<file path="config.mk">
export PLATFORM = sky130hd
export DESIGN_NAME = de_regfile_scoreboard_flat
export DESIGN_NICKNAME = d
export VERILOG_FILES = /design/src/rtl/de_regfile_scoreboard_pkg.sv /design/src/rtl/de_regfile_scoreboard_if.sv /design/src/rtl/de_regfile_scoreboard_chk.sv /design/src/rtl/de_regfile_scoreboard_sb_counter.sv /design/src/rtl/de_regfile_scoreboard.sv /design/src/flat_wrapper.sv
export SDC_FILE = /design/constraint.sdc
export NUM_CORES = 2
export LEC_CHECK = 0
export CAP_MARGIN = 20
export CORE_MARGIN = 2
export CORE_UTILIZATION = 38
export DETAILED_ROUTE_END_ITERATION = 8
export GPL_TIMING_DRIVEN = 0
export PLACE_DENSITY = 0.56
export SLEW_MARGIN = 25
export SYNTH_ARGS = -nofsm -noshare
export SYNTH_HDL_FRONTEND = slang
export SYNTH_HIERARCHICAL = 1
export SYNTH_SLANG_ARGS = --single-unit
export TNS_END_PERCENT = 20
</file>
<file path="constraint.sdc">
create_clock -name clk -period 3.1 [get_ports clk]
set_input_delay 0.62 -clock clk [delete_from_list [all_inputs] [get_ports clk]]
set_output_delay 0.62 -clock clk [all_outputs]
set_load 0.005 [all_outputs]
</file>
<file path="src/rtl/de_regfile_scoreboard_pkg.sv">
// de_pkg: shared decode-stage constants and the writeback-to-decode bundle.
//   REGWORDS / REGNOBITS / DBITS : register file geometry.
//   MAXPEND / CNTBITS            : in-flight writer limit and counter width.
//   from_wb_to_de_t              : {rel, rel_regno, wr, regno, data}. The
//                                  release fields sit above the original
//                                  {wr, regno, data} layout.
package de_pkg;
  localparam int REGWORDS  = 32;
  localparam int REGNOBITS = 5;
  localparam int DBITS     = 32;
  localparam int CNTBITS   = 2;
  localparam logic [CNTBITS-1:0] MAXPEND = 2'd3;

  typedef struct packed {
    logic                 rel;
    logic [REGNOBITS-1:0] rel_regno;
    logic                 wr;
    logic [REGNOBITS-1:0] regno;
    logic [DBITS-1:0]     data;
  } from_wb_to_de_t;

  localparam int FROM_WB_TO_DE_WIDTH = $bits(from_wb_to_de_t);
endpackage

</file>
<file path="src/rtl/de_regfile_scoreboard_if.sv">
// Writeback-to-decode register-write bundle.
//   wb_wr_en/wb_regno/wb_data : register write, already qualified by WB valid.
//   wb_rel/wb_rel_regno       : scoreboard release for the retiring instruction.
// master = writeback stage (drives), slave = decode register file (receives).
interface de_regfile_scoreboard_if;
  import de_pkg::*;

  logic                 wb_wr_en;
  logic [REGNOBITS-1:0] wb_regno;
  logic [DBITS-1:0]     wb_data;
  logic                 wb_rel;
  logic [REGNOBITS-1:0] wb_rel_regno;

  modport master (output wb_wr_en, wb_regno, wb_data, wb_rel, wb_rel_regno);
  modport slave  (input  wb_wr_en, wb_regno, wb_data, wb_rel, wb_rel_regno);
endinterface

</file>
<file path="src/rtl/de_regfile_scoreboard_chk.sv">
// Protocol checker for the scoreboard release path.
//   clk, reset  : clock and synchronous reset (checks are off while in reset).
//   dec_vec     : per-register release requests this cycle.
//   nonzero_vec : per-register "has in-flight writers" flags.
// A release for a register with no in-flight writer means upstream lost track.
module de_regfile_scoreboard_chk
  import de_pkg::*;
(
  input logic                clk,
  input logic                reset,
  input logic [REGWORDS-1:0] dec_vec,
  input logic [REGWORDS-1:0] nonzero_vec
);
  a_release_of_idle_reg: assert property (@(posedge clk) disable iff (reset)
    (dec_vec & ~nonzero_vec) == {REGWORDS{1'b0}});
endmodule

</file>
<file path="src/rtl/de_regfile_scoreboard_sb_counter.sv">
// sb_counter: per-register pending-writer counter.
//   clk, reset : clock, synchronous active-high reset.
//   inc, dec   : a writer enters / leaves flight; both together cancel out.
//   cnt        : current number of in-flight writers (saturates at MAXPEND, floors at 0).
//   nonzero    : cnt != 0.
module sb_counter
  import de_pkg::*;
(
  input  logic               clk,
  input  logic               reset,
  input  logic               inc,
  input  logic               dec,
  output logic [CNTBITS-1:0] cnt,
  output logic               nonzero
);
  logic [CNTBITS-1:0] cnt_r;

  // Up/down count of in-flight writers; a release of an idle register holds at 0.
  always_ff @(posedge clk) begin
    if (reset) begin
      cnt_r <= {CNTBITS{1'b0}};
    end else begin
      case ({inc, dec})
        2'b10: begin
          if (cnt_r != MAXPEND) cnt_r <= cnt_r + 2'd1;
        end
        2'b01: begin
          if (cnt_r != 2'd0) cnt_r <= cnt_r - 2'd1;
        end
        default: cnt_r <= cnt_r;
      endcase
    end
  end

  assign cnt     = cnt_r;
  assign nonzero = (cnt_r != 2'd0);
endmodule

</file>
<file path="src/rtl/de_regfile_scoreboard.sv">
// de_regfile_scoreboard: decode-stage register file with pending-write scoreboard.
//   clk, reset          : clock, synchronous active-high reset.
//   wb (slave)          : writeback register write and scoreboard release.
//   de_valid, de_fire   : instruction present in decode / advancing to AGEX.
//   de_use_rs1/2, de_rs1/2, de_wr, de_rd : operand usage of the decoding instruction.
//   rdata1, rdata2      : combinational operands with same-cycle writeback bypass.
//   stall               : decode must hold (source hazard or destination counter full).
//   busy_vec            : per-register "has in-flight writers" flags.
module de_regfile_scoreboard
  import de_pkg::*;
(
  input  logic                     clk,
  input  logic                     reset,
  de_regfile_scoreboard_if.slave   wb,
  input  logic                     de_valid,
  input  logic                     de_use_rs1,
  input  logic                     de_use_rs2,
  input  logic [REGNOBITS-1:0]     de_rs1,
  input  logic [REGNOBITS-1:0]     de_rs2,
  input  logic                     de_wr,
  input  logic [REGNOBITS-1:0]     de_rd,
  input  logic                     de_fire,
  output logic [DBITS-1:0]         rdata1,
  output logic [DBITS-1:0]         rdata2,
  output logic                     stall,
  output logic [REGWORDS-1:0]      busy_vec
);
  logic [DBITS-1:0]    regs_r [REGWORDS];
  logic [CNTBITS-1:0]  cnt_s  [REGWORDS];
  logic [REGWORDS-1:0] inc_s;
  logic [REGWORDS-1:0] dec_s;
  logic [REGWORDS-1:0] nonzero_s;
  logic                src1_hz_s;
  logic                src2_hz_s;
  logic                dst_full_s;

  // x0 reads as zero; a same-cycle write to the index is forwarded.
  function automatic logic [DBITS-1:0] read_port(
    input logic [REGNOBITS-1:0] idx,
    input logic                 wr_en,
    input logic [REGNOBITS-1:0] wr_regno,
    input logic [DBITS-1:0]     wr_data,
    input logic [DBITS-1:0]     stored
  );
    if (idx == {REGNOBITS{1'b0}}) return {DBITS{1'b0}};
    else if (wr_en && (wr_regno == idx)) return wr_data;
    else return stored;
  endfunction

  // Busy unless the only remaining writer is retiring now with its data on the bypass.
  function automatic logic busy_eff(
    input logic [CNTBITS-1:0]   cnt,
    input logic [REGNOBITS-1:0] idx,
    input logic                 rel,
    input logic [REGNOBITS-1:0] rel_regno,
    input logic                 wr_en,
    input logic [REGNOBITS-1:0] wr_regno
  );
    return (cnt != 2'd0) &&
           !((cnt == 2'd1) && rel && (rel_regno == idx) && wr_en && (wr_regno == idx));
  endfunction

  // Architectural register storage; x0 is never written.
  always_ff @(posedge clk) begin
    if (reset) begin
      for (int i = 0; i < REGWORDS; i++) regs_r[i] <= {DBITS{1'b0}};
    end else if (wb.wb_wr_en && (wb.wb_regno != {REGNOBITS{1'b0}})) begin
      regs_r[wb.wb_regno] <= wb.wb_data;
    end
  end

  // Per-register increment/decrement requests; x0 never participates.
  always_comb begin
    inc_s = {REGWORDS{1'b0}};
    dec_s = {REGWORDS{1'b0}};
    for (int r = 1; r < REGWORDS; r++) begin
      inc_s[r] = de_fire & de_wr & (de_rd == REGNOBITS'(r));
      dec_s[r] = wb.wb_rel & (wb.wb_rel_regno == REGNOBITS'(r));
    end
  end

  for (genvar r = 0; r < REGWORDS; r++) begin : g_cnt
    sb_counter u_cnt (
      .clk     (clk),
      .reset   (reset),
      .inc     (inc_s[r]),
      .dec     (dec_s[r]),
      .cnt     (cnt_s[r]),
      .nonzero (nonzero_s[r])
    );
  end

  de_regfile_scoreboard_chk u_chk (
    .clk         (clk),
    .reset       (reset),
    .dec_vec     (dec_s),
    .nonzero_vec (nonzero_s)
  );

  // Operand read ports.
  always_comb begin
    rdata1 = read_port(de_rs1, wb.wb_wr_en, wb.wb_regno, wb.wb_data, regs_r[de_rs1]);
    rdata2 = read_port(de_rs2, wb.wb_wr_en, wb.wb_regno, wb.wb_data, regs_r[de_rs2]);
  end

  // Hazard detection; a release this cycle frees a slot for a full destination.
  always_comb begin
    src1_hz_s  = de_use_rs1 & busy_eff(cnt_s[de_rs1], de_rs1, wb.wb_rel,
                                       wb.wb_rel_regno, wb.wb_wr_en, wb.wb_regno);
    src2_hz_s  = de_use_rs2 & busy_eff(cnt_s[de_rs2], de_rs2, wb.wb_rel,
                                       wb.wb_rel_regno, wb.wb_wr_en, wb.wb_regno);
    dst_full_s = de_wr & (cnt_s[de_rd] == MAXPEND) & ~dec_s[de_rd];
    if (de_valid) begin
      stall = src1_hz_s | src2_hz_s | dst_full_s;
    end else begin
      stall = 1'b0;
    end
  end

  assign busy_vec = nonzero_s;
endmodule

</file>
<file path="src/flat_wrapper.sv">
// flat-port wrapper written by rule: the top's interface ports become plain ports
module de_regfile_scoreboard_flat import de_pkg::*;
  (clk, reset, de_valid, de_use_rs1, de_use_rs2, de_rs1, de_rs2, de_wr, de_rd, de_fire, rdata1, rdata2, stall, busy_vec, wb_wb_wr_en, wb_wb_regno, wb_wb_data, wb_wb_rel, wb_wb_rel_regno);
  de_regfile_scoreboard_if wb_i ();
  input  logic clk;
  input  logic reset;
  input  logic de_valid;
  input  logic de_use_rs1;
  input  logic de_use_rs2;
  input  logic [REGNOBITS-1:0] de_rs1;
  input  logic [REGNOBITS-1:0] de_rs2;
  input  logic de_wr;
  input  logic [REGNOBITS-1:0] de_rd;
  input  logic de_fire;
  output logic [DBITS-1:0] rdata1;
  output logic [DBITS-1:0] rdata2;
  output logic stall;
  output logic [REGWORDS-1:0] busy_vec;
  input wire logic [$bits(wb_i.wb_wr_en)-1:0] wb_wb_wr_en;
  input wire logic [$bits(wb_i.wb_regno)-1:0] wb_wb_regno;
  input wire logic [$bits(wb_i.wb_data)-1:0] wb_wb_data;
  input wire logic [$bits(wb_i.wb_rel)-1:0] wb_wb_rel;
  input wire logic [$bits(wb_i.wb_rel_regno)-1:0] wb_wb_rel_regno;
  assign wb_i.wb_wr_en = wb_wb_wr_en;
  assign wb_i.wb_regno = wb_wb_regno;
  assign wb_i.wb_data = wb_wb_data;
  assign wb_i.wb_rel = wb_wb_rel;
  assign wb_i.wb_rel_regno = wb_wb_rel_regno;
  de_regfile_scoreboard u_core (.clk(clk), .reset(reset), .wb(wb_i), .de_valid(de_valid), .de_use_rs1(de_use_rs1), .de_use_rs2(de_use_rs2), .de_rs1(de_rs1), .de_rs2(de_rs2), .de_wr(de_wr), .de_rd(de_rd), .de_fire(de_fire), .rdata1(rdata1), .rdata2(rdata2), .stall(stall), .busy_vec(busy_vec));
endmodule
</file>
; After elaboration in Yosys (flattened, before gate mapping)
; Memory sizes are Yosys's and may differ from the RTL's.
; Index checks and enable logic that the tools add are counted.
[op_classes]
bitwise_logic = 73
order_cmp = 4
eq_ne = 224
n_addsub = 62
n_reduce_logical = 114
n_mux = 117
[op_table]
columns = operator, count
row1 = "inequality test 2 bit, second input constant", 93
row2 = "equality test 5 bit, second input constant", 32
row3 = two-way mux 32 bit, 5
row4 = two-way mux 2 bit, 68
row5 = nonzero test 2 bit, 64
row6 = case mux 2 bit (2 select lines), 31
row7 = AND reduction 3 bit, 31
row8 = "equality test 5 x 4 -> 1 bit, second input constant", 16
row9 = bitwise AND 1 bit, 67
row10 = "equality test 2 x 1 -> 1 bit, second input constant", 33
row11 = "equality test 2 bit, second input constant", 32
row12 = "adder 2 x 1 -> 2 bit, second input constant", 31
row13 = "subtractor 2 x 1 -> 2 bit, second input constant", 31
row14 = "equality test 5 x 3 -> 1 bit, second input constant", 8
row15 = OR reduction 32 bit, 1
row16 = binary-select mux 2 bit (select 5 bit), 3
row17 = "equality test 5 x 2 -> 1 bit, second input constant", 4
row18 = equality test 5 bit, 4
row19 = "greater-or-equal comparator 6 bit, second input constant", 3
row20 = inverter 5 -> 6 bit, 3
row21 = logical AND 1 bit, 13
row22 = "equality test 5 x 1 -> 1 bit, second input constant", 2
row23 = zero test 5 bit, 2
row24 = two-way mux 1 bit, 8
row25 = 7 further kinds, 9
[totals]
ramBits = 1024
register_bits = 62
out_inout_bits = 97
n_memories = 1
input_bits = 66
[memory_table]
columns = name, words, word_bits, rd, rd_ports_with_merged_regs, wr, line
row1 = u_core.regs_r, 32, 32, 2, 0, 32, de_regfile_scoreboard.sv:28  ; logic [DBITS-1:0] regs_r [REGWORDS];

; Depth between registers and ports, before layout
[logic_depth]
depth_word = 15
depth_mapped = 10

; By module
; The synthesis kept the hierarchy.
[by_module_without_submodules]
columns = mod, cells_each, instances, area_each_um2
row1 = de_regfile_scoreboard, 3652, 1, 57253.7
row2 = sb_counter, 13, 32, 118.9

; Worst setup path after synthesis
; No wires, ideal clock.
[synth_path]
path_kind = input -> output
startpoint = input port de_rs1[0]
endpoint = output port rdata1[10]
required_ps = 2480
setup_slack_ps = 87
t_arrival_ps = 2393
cell_stages = 7
cell_sequence = buf_2 buf_2 buf_2 mux4_2 mux4_2 mux2i_1 a211oi_1
[synth_via]
elab_chain_len = 4
[synth_rtl]
columns = item, line
row1 = from (decl), flat_wrapper.sv:10  ; input logic [REGNOBITS-1:0] de_rs1;
row2 = "parallel branches: the longest is 3 deep, another holds memory (32 x 32 bit)", -
row3 = two-way mux 32 bit (*), de_regfile_scoreboard.sv:45  ; if (idx == {REGNOBITS{1'b0}}) return {DBITS{1'b0}};
row4 = to (decl), flat_wrapper.sv:15  ; output logic [DBITS-1:0] rdata1;
; Mark *: on every way between the ends.

; Final worst setup path
[layout_path]
startpoint = input port de_rs2[0]
endpoint = output port rdata2[20]
[layout_via]
elab_chain_len = 4
[layout_rtl]
columns = item, line
row1 = from (decl), flat_wrapper.sv:11  ; input logic [REGNOBITS-1:0] de_rs2;
row2 = "parallel branches: the longest is 3 deep, another holds memory (32 x 32 bit)", -
row3 = two-way mux 32 bit (*), de_regfile_scoreboard.sv:45
row4 = to (decl), flat_wrapper.sv:16  ; output logic [DBITS-1:0] rdata2;
; Marked as above.

==> summary.md <==
| Metric | Value |
|---|---|
| CP peak stage delay | 590 ps |
| Gpl congestion | 0.960 |
| Vias in the first global route | 39.8k |
| 1st-pass router iterations | 6 |
| Layout cell share with drive strength beyond 1 | 35.6% |
| IO Port Bufs | 146 |
| Post-Place Worst Slack | -2910 ps |
| Detail Route Antenna Nets | 0 |
| Post-synthesis sequential area ratio | 52.5% |
| Leakage | 0.0254 µW |
| Critical Setup Path Class | primary input to output pin |
| Initial DRC count | 6059 |
| Post-synth EDFFs | 1024 |
| Area growth, synth to finish | 22.4% |
| Synthesized instance count | 4068 |
| Cell area after layout | 0.0747 mm² |
| Vias per cell | 6.12 |
| Failing checks | setup timing |
| Root Driver | clkbuf_16 |
| Cell Area, Placed | 0.0656 mm² |
| Setup tns final | -22800 ps |
| Initial antenna violation count | 10 |
| Slew HR | 24.8% |
| Final worst slack | -557 ps |
| CP most frequent cell | buf_16 |
| Worst skew pair latency | 760 ps |
| CTS tree | done |
| Worst path bufs/invs | 5 |
| Main synth FF type | edfxtp_1 |
| Setup violators final | 75 |
| Final wirelength | 236000 µm |
| Design Power | 38100 µW |
| Post-CTS Hold Buffers | 0 |
| CTS Buf Count | 120 |
| Nets@finish | 4631 |
| Sink Count | 1088 |
| Status | complete, but fails checks |
| Initial Utilization | 38.2% |
| Yosys warnings | 6 |
| Pwr/cell area | 510 mW/mm² |
| DRC viols | 0 |
| WP data required | 2480 ps |
| Worst setup path start | de_rs2[0] |
| Tightest Hold Check Type | primary input to register |
| Cell family with most CP delay | multiplexers |
| Peak Freq | 273 MHz |
| Critical path's slowest cell | mux4_2 |
| Post-synth cell types | 57 |
| Area occupied by multi-input gates | 0.0288 mm² |
| Asr flop ratio synth | 0% |
| Worst Setup Start Kind | primary input |
| Die height | 405 µm |
| Final Max Slew Viols | 0 |
| H-Tree Depth | 3 |
| Top Ports | 163 |
| Crit path DAT | 3040 ps |
| Yosys reg bits | 1088 |
| Max VDD drop | 0.493 mV |
| Core region area | 0.160 mm² |
| Worst-Margin Slew | 1130 ps |
| Filler cell count | 13.9k |
| Clock Skews | 25.6 ps |
| RSZ-0062 raised after global routing | true |
| Worst Hold Launch | reset |
| Setup crit end kind | output pin |
| Max Cap Violations | 0 |
| Final worst path period share | 118% |
| Final Hold Vio Count | 0 |
| WL/cell | 35.0 µm |
| FF+latch area | 0.0320 mm² |
| First-pass GRT wire length | 321000 µm |
| Mean area per synthesized cell | 15.0 µm² |
| GRT Total Usage | 28.5% |
| Total grt overflow | 0 |
| Crit path cell chain | buf_16 > buf_16 > buf_16 > buf_8 > mux4_2 > mux2i_1 > mux4_2 > a211oi_4 > buf_2 |
| Die area | 0.164 mm² |
| Rows | 147 |
| Via count | 41.3k |
| Die width | 405 µm |
| Reg clk slew, reported paths | 60 ps |
| Worst hold slack | 374 ps |
| Largest net degree at the start of global routing | 38 |
| Fin crit period | 3660 ps |
| Worst-path fanout max | 6 |
| Clock buffer depth | 3 |
| FF-to-FF Start | u_core/g_cnt[12].u_cnt/cnt[1] |
| HPWL after DPL | 174000 µm |
| Post-Syn Area | 0.0611 mm² |
## worst paths after layout
kind	cells after the start	slack, ps	end
min	2	370	u_core/g_cnt[4].u_cnt/cnt[1]
max reg2reg	2	2070	u_core/g_cnt[12].u_cnt/cnt[0]
min reg2reg	2	540	u_core/g_cnt[15].u_cnt/cnt[1]
max	9	-560	rdata2[20]
## layout make-up
type | count | share of cell area [%]
diodes | 5 | 0.0167
inverters | 2 | 0.0134
flip-flops and latches | 1088 | 42.9
clock inverters | 61 | 0.857
plain buffers | 401 | 4.94
clock buffers | 161 | 4.38
well taps | 2086 | 3.49
multi-input cells | 2610 | 38.6
repair buffers | 342 | 4.83
## through the flow
step | utilization [%] | std cells
final | 46.7 | 6756
after global routing | 46.7 | 6751
after CTS | 45.6 | 6632
after detailed placement | 41.0 | 6348
after global placement | 40.8 | 6339
after floorplan | - | 4107
## metal layers
| layer | vias to the layer above | track usage (%) | part of all wire (%) |
|---|---|---|---|
| li1 | 16700 | - | - |
| met1 | 21700 | 38.3 | 38 |
| met2 | 2570 | 43.1 | 45 |
| met3 | 386 | 7.96 | 12 |
| met4 | 2 | 12.4 | 4.7 |
| met5 | - | 0 | 0.0055 |
## cell usage in the layout (no fill, tap or decap), types with 21 or more instances in the layout
cell type and count:
a211oi_2 42, a211oi_4 32, a21oi_1 32, a221oi_2 32, and2_1 1001, and2b_2 32
buf_12 73, buf_16 38, buf_2 45, buf_4 114, buf_6 61, buf_8 26
clkbuf_1 235, clkbuf_16 136, clkbuf_2 40, clkbuf_4 22, clkbuf_8 33, clkdlybuf4s50_1 76
clkinv_1 23, conb_1 40, dfxtp_1 54, edfxtp_1 1024, mux2i_1 28, mux2i_2 21
mux2i_4 39, mux4_2 658, nand2_1 59, nand2b_1 38, nand3b_1 46, nor2_1 192
o21ai_0 39, o21ai_2 33, or2_2 41, or2_4 25, or2b_2 32
## logic make-up (layout without fill, tap and decap cells)
kind of cell	after synthesis	after routing	share of synthesized area (%)
XOR/XNOR	24	24	0.344
AO/OA/AOI/OAI	254	254	3.34
multiplexers	749	749	25.8
AND/OR/NAND/NOR	1543	1543	15.1
flip-flops	1088	1088	52.5
other	1	45	0.00614
buffers and inverters	409	967	2.95
## Yosys cell counts (3+ instances only)
library cell	n	area, µm²
a211oi_1	84	631
a21oi_1	32	160
a221oi_2	32	480
a311oi_1	17	149
and2_1	1002	6270
and2b_2	32	280
and3_1	4	25.0
and3b_1	8	70.1
buf_1	14	52.6
buf_2	86	430
buf_4	12	90.1
buf_6	10	113
clkbuf_1	282	1060
dfxtp_1	64	1280
edfxtp_1	1024	30700
mux2_2	3	33.8
mux2i_1	88	881
mux4_1	3	78.8
mux4_2	655	14800
nand2_1	59	221
nand2b_1	39	244
nand3_1	16	80.1
nand3b_1	46	345
nand4_1	5	31.3
nor2_1	196	736
nor2b_1	5	31.3
nor3_1	17	85.1
nor4_1	5	31.3
o211ai_1	3	22.5
o21ai_0	39	195
o21ai_2	32	280
or2_2	66	413
or2b_2	32	280
or3_1	4	25.0
xnor2_1	16	140
xor2_1	8	70.1
## report_power, final
| part | switching [µW] | internal (µW) | total [µW] |
|---|---|---|---|
| Sequential | 398 | 16800 | 17200 |
| Clock | 6200 | 8450 | 14600 |
| Combinational | 3420 | 2830 | 6250 |
## sequential cells by signal (all words and copies together) (netlist names)
| register | flops |
|---|---|
| u_core/g_cnt.u_cnt/cnt | 64 |
| u_core/regs_r | 1024 |
## timing repair
action	CTS	global route
gates resized for setup	923	212
buffers inserted	60	120
endpoints found under the setup margin	715	1009
pin swaps	65	57
cloned	6	8
Power figures use the tool's default switching activity.
